[config.mk]
export PLATFORM = sky130hd
export DESIGN_NAME = y_snapshot_serializer_flat
export DESIGN_NICKNAME = d
export VERILOG_FILES = /design/src/rtl/y_snapshot_serializer_pkg.sv /design/src/rtl/y_snapshot_serializer_if.sv /design/src/rtl/y_sig_accum.sv /design/src/rtl/y_snapshot_serializer.sv /design/src/flat_wrapper.sv
export SDC_FILE = /design/constraint.sdc
export NUM_CORES = 2
export LEC_CHECK = 0
export CORE_AREA = 10 10 571 573
export CTS_CLUSTER_DIAMETER = 50
export CTS_CLUSTER_SIZE = 30
export DETAILED_ROUTE_END_ITERATION = 16
export DIE_AREA = 0 0 581 583
export HOLD_SLACK_MARGIN = 0.03
export PLACE_DENSITY = 0.52
export SKIP_LAST_GASP = 1
export SLEW_MARGIN = 0
export SYNTH_ARGS = -nofsm -noshare
export SYNTH_HDL_FRONTEND = slang
export SYNTH_SLANG_ARGS = --single-unit
[constraint.sdc]
create_clock -name clk -period 2.6 [get_ports clk]
set_input_delay 0.65 -clock clk [delete_from_list [all_inputs] [get_ports clk]]
set_output_delay 0.65 -clock clk [all_outputs]
set_load 0.02 [all_outputs]
[src/rtl/y_snapshot_serializer_pkg.sv]
// Shared types and helpers for the y-bus snapshot serializer and its signature logic.
package y_ser_pkg;

   typedef enum logic {IDLE, SEND} ser_state_e;

   // Signature words are handled at a fixed maximum width; WORD_W must not exceed this.
   localparam int unsigned SIG_MAX_W = 64;
   typedef logic [SIG_MAX_W-1:0] sig_word_t;

   function automatic int unsigned ceil_div(input int unsigned a, input int unsigned b);
      return (a + b - 1) / b;
   endfunction

   function automatic int unsigned clog2_u(input int unsigned v);
      int unsigned r;
      r = 1;
      for (int unsigned i = 1; i < 32; i++) begin
         if ((32'd1 << i) < v) r = i + 1;
      end
      return r;
   endfunction

   function automatic sig_word_t sig_update(input sig_word_t s, input sig_word_t w,
                                            input int unsigned width);
      sig_word_t mask;
      mask = (width >= SIG_MAX_W) ? '1 : ((sig_word_t'(1) << width) - sig_word_t'(1));
      return (((s << 1) | (s >> (width - 1))) ^ w) & mask;
   endfunction

endpackage

[src/rtl/y_snapshot_serializer_if.sv]
// Valid/ready word stream leaving the snapshot serializer.
interface y_snapshot_serializer_if #(
   parameter int unsigned Y_WIDTH = 1390,
   parameter int unsigned WORD_W  = 32
);
   localparam int unsigned IDX_W = y_ser_pkg::clog2_u(y_ser_pkg::ceil_div(Y_WIDTH, WORD_W));

   logic              out_valid;
   logic              out_ready;
   logic              out_last;
   logic [WORD_W-1:0] out_data;
   logic [IDX_W-1:0]  out_idx;

   modport master (output out_valid, out_data, out_last, out_idx, input out_ready);
   modport slave  (input out_valid, out_data, out_last, out_idx, output out_ready);
endinterface

[src/rtl/y_sig_accum.sv]
// Rotate-left-1 XOR signature register with clear and update enables.
module y_sig_accum
   import y_ser_pkg::*;
#(
   parameter int unsigned WORD_W = 32
) (
   input  logic              clk,
   input  logic              rst,
   input  logic              clr_i,
   input  logic              upd_i,
   input  logic [WORD_W-1:0] word_i,
   output logic [WORD_W-1:0] sig_o
);
   logic [WORD_W-1:0] sig_q, sig_d;

   always_comb begin
      sig_d = sig_q;
      if (clr_i) sig_d = '0;
      else if (upd_i) sig_d = WORD_W'(sig_update(sig_word_t'(sig_q), sig_word_t'(word_i), WORD_W));
   end

   always_ff @(posedge clk) begin
      if (rst) sig_q <= '0;
      else     sig_q <= sig_d;
   end

   assign sig_o = sig_q;
endmodule

[src/rtl/y_snapshot_serializer.sv]
// Snapshots the wide y observation bus on capture and streams it out LSB word first.
module y_snapshot_serializer
   import y_ser_pkg::*;
#(
   parameter int unsigned Y_WIDTH = 1390,
   parameter int unsigned WORD_W  = 32
) (
   input  logic                     clk,
   input  logic                     rst,
   input  logic [Y_WIDTH-1:0]       y_in,
   input  logic                     capture,
   y_snapshot_serializer_if.master  out,
   output logic                     busy,
   output logic [WORD_W-1:0]        sig,
   output logic                     sig_valid,
   output logic                     overrun
);
   localparam int unsigned NW       = ceil_div(Y_WIDTH, WORD_W);
   localparam int unsigned IDX_W    = clog2_u(NW);
   localparam int unsigned SNAP_W   = NW * WORD_W;
   localparam logic [IDX_W-1:0] LAST_IDX = IDX_W'(NW - 1);

   ser_state_e                   state_q;
   logic [NW-1:0][WORD_W-1:0]    snap_q;
   logic [NW-1:0][WORD_W-1:0]    y_words;
   logic [WORD_W-1:0]            data_q;
   logic [IDX_W-1:0]             idx_q, idx_d;
   logic                         last_q, sig_valid_q, overrun_q;
   logic                         handshake, accept;

   assign y_words   = SNAP_W'(y_in);
   assign idx_d     = idx_q + 1'b1;
   assign accept    = (state_q == IDLE) && capture;
   assign handshake = (state_q == SEND) && out.out_ready;

   always_ff @(posedge clk) begin
      if (rst) begin
         state_q     <= IDLE;
         snap_q      <= '0;
         data_q      <= '0;
         idx_q       <= '0;
         last_q      <= 1'b0;
         sig_valid_q <= 1'b0;
         overrun_q   <= 1'b0;
      end else begin
         sig_valid_q <= 1'b0;
         unique case (state_q)
            IDLE: begin
               if (capture) begin
                  snap_q  <= y_words;
                  data_q  <= y_words[0];
                  idx_q   <= '0;
                  last_q  <= (NW == 1);
                  state_q <= SEND;
               end
            end
            SEND: begin
               // Capture on the final-handshake edge still counts as busy.
               if (capture) overrun_q <= 1'b1;
               if (out.out_ready) begin
                  if (last_q) begin
                     state_q     <= IDLE;
                     sig_valid_q <= 1'b1;
                  end else begin
                     idx_q  <= idx_d;
                     data_q <= snap_q[idx_d];
                     last_q <= (idx_d == LAST_IDX);
                  end
               end
            end
         endcase
      end
   end

   y_sig_accum #(.WORD_W(WORD_W)) u_sig (
      .clk    (clk),
      .rst    (rst),
      .clr_i  (accept),
      .upd_i  (handshake),
      .word_i (data_q),
      .sig_o  (sig)
   );

   assign out.out_valid = (state_q == SEND);
   assign out.out_data  = data_q;
   assign out.out_idx   = idx_q;
   assign out.out_last  = last_q;
   assign busy          = (state_q == SEND);
   assign sig_valid     = sig_valid_q;
   assign overrun       = overrun_q;
endmodule

[src/flat_wrapper.sv]
// flat-port wrapper written by rule: the top's interface ports become plain ports
module y_snapshot_serializer_flat import y_ser_pkg::*;
#(
   parameter int unsigned Y_WIDTH = 1390,
   parameter int unsigned WORD_W  = 32
)
  (clk, rst, y_in, capture, busy, sig, sig_valid, overrun, out_out_valid, out_out_data, out_out_last, out_out_idx, out_out_ready);
  y_snapshot_serializer_if #(.Y_WIDTH(Y_WIDTH), .WORD_W(WORD_W)) out_i ();
  input  logic clk;
  input  logic rst;
  input  logic [Y_WIDTH-1:0] y_in;
  input  logic capture;
  output logic busy;
  output logic [WORD_W-1:0] sig;
  output logic sig_valid;
  output logic overrun;
  output wire logic [$bits(out_i.out_valid)-1:0] out_out_valid;
  output wire logic [$bits(out_i.out_data)-1:0] out_out_data;
  output wire logic [$bits(out_i.out_last)-1:0] out_out_last;
  output wire logic [$bits(out_i.out_idx)-1:0] out_out_idx;
  input wire logic [$bits(out_i.out_ready)-1:0] out_out_ready;
  assign out_out_valid = out_i.out_valid;
  assign out_out_data = out_i.out_data;
  assign out_out_last = out_i.out_last;
  assign out_out_idx = out_i.out_idx;
  assign out_i.out_ready = out_out_ready;
  y_snapshot_serializer #(.Y_WIDTH(Y_WIDTH), .WORD_W(WORD_W)) u_core (.clk(clk), .rst(rst), .y_in(y_in), .capture(capture), .out(out_i), .busy(busy), .sig(sig), .sig_valid(sig_valid), .overrun(overrun));
endmodule
# Yosys cells after proc, flatten, opt, wreduce, memory -nomap -nowiden
# Index checks and enable logic that the tools add are counted.
[classes]
addsub = 1
magnitude_cmp = 1
eq_ne = 4
mux = 19
bitwise_logic = 4
reduce_logical = 8
[ops]
columns = ["op", "n"]
rows = [
  ["32-bit binary-select mux with 6-bit select", 1],
  ["32-bit two-way mux", 4],
  ["32-bit case mux with 2 select lines", 1],
  ["32-bit by 1-bit OR with 32-bit output", 1],
  ["32-bit XOR", 1],
  ["6-bit two-way mux", 3],
  ["6-bit case mux with 2 select lines", 1],
  ["6-bit by 7-bit less-than comparator with 1-bit output, second input constant", 1],
  ["1-bit two-way mux", 7],
  ["6-bit by 1-bit adder with 6-bit output, second input constant", 1],
  ["6-bit equality test, second input constant", 1],
  ["2-bit inequality test, second input constant", 3],
  ["2-bit AND reduction", 3],
  ["1-bit case mux with 2 select lines", 2],
  ["3-bit AND reduction", 1],
  ["3-bit OR reduction", 1],
  ["1-bit logical AND", 2],
  ["1-bit inverter", 2],
  ["2-bit OR reduction", 1],
]
[word_totals]
register_bits = 1464
in_bits = 1394

# Longest topological paths before layout
[logic_depth]
depth_word = 6
mapped_depth = 12

# Cells and area by module
# From an unflattened synthesis, not the netlist that was laid out.
[unflattened]
cells_unflattened = 7333
hier_area_um2 = 61735.5
[by_module_without_submodules]
columns = ["mod", "n_inst", "cells_each", "area_each_um2", "seq_area_each_um2"]
rows = [
  ["y_snapshot_serializer", 1, 7193, 60212.7, 28667.5],
  ["y_sig_accum", 1, 140, 1522.7, 640.6],
]

# Worst setup path after synthesis
# No wires, ideal clock.
[synth_timing]
path_kind = "register to register"
from = "register u_core.idx_q[0], in the netlist u_core.out.out_idx[0]"
to = "register u_core.data_q[25], in the netlist u_core.out.out_data[25]"
t_arrival_ps = 2800
required_ps = 2462
path_slack_ps = -338
stages_incl_launch_ff = 13
n_path_buf = 5
period_less_slack_ps = 2938
path_cell_list = "dfxtp_1 -> buf_4 -> inv_2 -> clkbuf_1 -> ha_1 -> buf_4 -> clkbuf_1 -> buf_2 -> mux4_2 -> mux2i_1 -> o221ai_1 -> a21oi_1 -> a211oi_2"
[synth_between]
elab_chain_cells = 6
[synth_lines]
columns = ["element", "line_no", "text"]
rows = [
  ["start: declaration", "y_snapshot_serializer.sv:27", "logic [IDX_W-1:0] idx_q, idx_d;"],
  ["start signal: assignment", "y_snapshot_serializer.sv:65", "idx_q <= idx_d;"],
  ["6-bit by 1-bit adder with 6-bit output", "y_snapshot_serializer.sv:32", "assign idx_d = idx_q + 1'b1;"],
  ["32-bit binary-select mux with 6-bit select", "y_snapshot_serializer.sv:66", "data_q <= snap_q[idx_d];"],
  ["32-bit two-way mux (not written as such)", "y_snapshot_serializer.sv:66", ""],
  ["32-bit two-way mux", "y_snapshot_serializer.sv:61", "if (last_q) begin"],
  ["32-bit two-way mux", "y_snapshot_serializer.sv:60", "if (out.out_ready) begin"],
  ["32-bit case mux with 2 select lines", "y_snapshot_serializer.sv:47", "unique case (state_q)"],
  ["end signal: assignment", "y_snapshot_serializer.sv:51", "data_q <= y_words[0];"],
  ["end signal: assignment", "y_snapshot_serializer.sv:66", ""],
  ["end: declaration", "y_snapshot_serializer.sv:26", "logic [WORD_W-1:0] data_q;"],
]
# No other way between the ends. The select of a mux whose other input is x is not followed.
# A chain may end at the register's enable or synchronous reset.

# Final worst setup path
[layout_timing]
from = "register u_core.idx_q[1], in the netlist u_core.out.out_idx[1]"
to = "register u_core.data_q[11], in the netlist u_core.out.out_data[11]"
# Same word-level chain as after synthesis.

==> results.sh <==
export IMPL_tightest_slew_ns=1.094
export IMPL_cts_root_buf="clkbuf_16"
export IMPL_slowest_delay_ns=0.60
export IMPL_coreArea_um2=314200
export IMPL_hold_viol_final=0
export IMPL_synth_most_common_cell="nand2_1"
export IMPL_cts_tree="yes"
export IMPL_cp_depth=10
export IMPL_synth_edf_count=0
export IMPL_dr_pass1_iters=6
export IMPL_final_cells=13493
export IMPL_antenna_found_initial=293
export IMPL_synth_area_um2=61500
export IMPL_start_util_pct=19.57
export IMPL_vias=62273
export IMPL_cellPowerDensity_nw_per_um2=677.9
export IMPL_path_cells="buf_6 -> ha_4 -> buf_12 -> buf_16 -> mux4_2 -> mux2i_4 -> o22ai_2 -> a31oi_4 -> buf_6 -> a311oi_1"
export IMPL_drive_gt1_share_pct=17.15
export IMPL_synth_area_top_cells="dfxtp_1 48%, nand2_1 18%, mux4_2 12%"
export IMPL_fin_util_pct=30.31
export IMPL_drv_cap=0
export IMPL_synth_commonest_cells="2898 x nand2_1, 1478 x a21oi_1, 1464 x dfxtp_1, 524 x clkbuf_1, 334 x mux4_2"
export IMPL_crit_fanout=7
export IMPL_area_delta_synth_final_pct=54.88
export IMPL_crit_family="multiplexers"
export IMPL_ys_seq_area_share_pct=47.66
export IMPL_finClkSkew_ns=0.1222
export IMPL_syn_inst=7306
export IMPL_slew_viol_final=0
export IMPL_peakVddDrop_mv=0.5118
export IMPL_status="finished with violations"
export IMPL_insertion_delay_ns=0.91
export IMPL_grt_pass1_vias=59820
export IMPL_viasPerCell=4.615
export IMPL_place_gp_congestion=0.9200
export IMPL_avgRoutedWirePerCell_um=29.20
export IMPL_grt_pass1_wl_um=519800
export IMPL_setup_viol=32
export IMPL_numCtsBuffers=202
export IMPL_criticalPathCategory="reg2reg"
export IMPL_synth_top_area_cell="dfxtp_1"
export IMPL_cp_slowest_cell="mux4_2"
export IMPL_dieWidth_um=581
export IMPL_tns_ns=-6.863
export IMPL_top_level_ports=1469
export IMPL_clock_path_buffers=4
export IMPL_fin_ws_ns=-0.3729
export IMPL_ys_warn_count=0
export IMPL_grt_setup_unrepaired="true"
export IMPL_htreeDepth=4
export IMPL_syn_nets=8702
export IMPL_synth_flop_cell="dfxtp_1"
export IMPL_drt_iter0_drc=5572
export IMPL_dp_hpwl_um=317900
export IMPL_hold_buffers=0
export IMPL_violations="negative setup slack"
export IMPL_avgSynthCellArea_um2=8.417
export IMPL_die_y_um=583
export IMPL_ys_seq_elements=1464
export IMPL_crit_buf_inv=4
export IMPL_required_ns=3.28
export IMPL_max_slew_margin_pct=27.04
export IMPL_drc_errors=0
export IMPL_whs_ns=0.1188
export IMPL_fin_crit_sh_pct=114.3
export IMPL_place_area_um2=84640
export IMPL_synth_top_area_share_pct=47.66
export IMPL_grt_max_degree=130
export IMPL_startpoint_type="flop"
export IMPL_finish_net_count=10424
export IMPL_hold_path_depth=2
export IMPL_cts_num_sinks=1464
export IMPL_rows=206
export IMPL_grt_use_total_pct=21.86
export IMPL_clkTransAtPathRegs_ns=0.06
export IMPL_cp_common_cell="buf_6"
export IMPL_synth_async_reset_ratio_pct=0
export IMPL_power_leakage_nw=34.70
export IMPL_netlist_cell_type_count=51
export IMPL_hp_class="in2reg"
export IMPL_dpl_cell_count=12866
export IMPL_grt_overflow_total=0
export IMPL_reg2reg_depth=10
export IMPL_design_area_um2=95240
export IMPL_arrival_ns=3.65
export IMPL_totalWireLength_um=394000
export IMPL_endpoint_kind="flop"
export IMPL_port_buffers=1468
export IMPL_period_needed_ns=2.973
export IMPL_dieArea_um2=338700
export IMPL_ant_nets=0
export IMPL_fmax_mhz=336.4
[layout make-up]
class	instances	area, um2
sequential	1464	29330
fill	33509	219000
multi-input combinational	5211	31000
clock inverter	143	1783
inverter	5	21.27
antenna	133	332.8
timing repair buffer	2144	22230
clock buffer	233	5343
tap	4160	5205
[routing by layer]
layer / up-vias / global-route usage (%) / part of all wire (%)
met5: - / 0 / 0.20
met4: 128 / 9.195 / 4.7
met3: 781 / 6.877 / 9.4
met2: 2698 / 35.68 / 46
met1: 30217 / 26.58 / 39
li1: 28449 / - / -
[cell families after synthesis]
| family | count (synthesis) | share of synthesized area, % |
|---|---|---|
| compound gates | 1737 | 15.07 |
| buf+inv | 631 | 4.210 |
| flops | 1464 | 47.66 |
| fa+ha+maj | 2 | 0.04069 |
| mux | 436 | 13.90 |
| simple gates | 2999 | 18.53 |
| xor+xnor | 37 | 0.5941 |
[sequential cells by signal, summed over array words and instances, names as in the netlist]
name	count
u_core.u_sig.sig_o	32
u_core.snap_q	1390
u_core.overrun	1
u_core.busy	1
u_core.out.out_idx	6
u_core.out.out_data	32
u_core.out.out_last	1
u_core.sig_valid	1
[path summary, 6_finish.rpt]
path | start | to | slack, ns
setup / recovery | u_core.out.out_idx[1] | u_core.out.out_data[11] | -0.37
hold / removal | rst | u_core.snap_q[383] | 0.12
setup reg to reg | u_core.out.out_idx[1] | u_core.out.out_data[11] | -0.37
hold reg to reg | u_core.snap_q[946] | u_core.snap_q[946] | 0.45
[where the power goes]
part	internal (mW)	switching [mW]
registers	23.8	0.950
logic	4.98	5.40
clock network	17.1	12.3
[repair_timing]
action                     in CTS  in global routing
buffers inserted               60                 57
cloned                         13                  4
setup endpoints to repair      91                 33
pin swaps                      21                 24
gates resized for setup       311                 85
[layout by cell type (no fill, tap or decap), drive strengths merged, types with 15 or more instances in the layout]
cell type,synthesis,final
nand2,2898,2898
a21oi,1478,1478
dfxtp,1464,1464
clkdlybuf4s50,0,1395
buf,102,684
mux4,334,334
clkbuf,524,238
diode,0,133
mux2i,100,100
o21ai,74,74
a211oi,63,63
inv,4,58
dlygate4sd2,0,54
nor2,47,47
clkinv,1,46
xnor2,35,35
or3,33,33
clkinvlp,0,25
bufinv,0,19
o221ai,18,18
a31oi,17,17
o22a,17,17
a221oi,17,17
a32o,15,15
[stage by stage]
step	power (mW)	setup WS [ns]
floorplan	28.98	0.002978
global placement	35.15	-1.212
detailed placement	35.20	-1.226
CTS	64.97	-0.3378
global route	66.79	-0.3447
finish	64.57	-0.3729
Note: power is estimated with default switching activity, not from simulation.
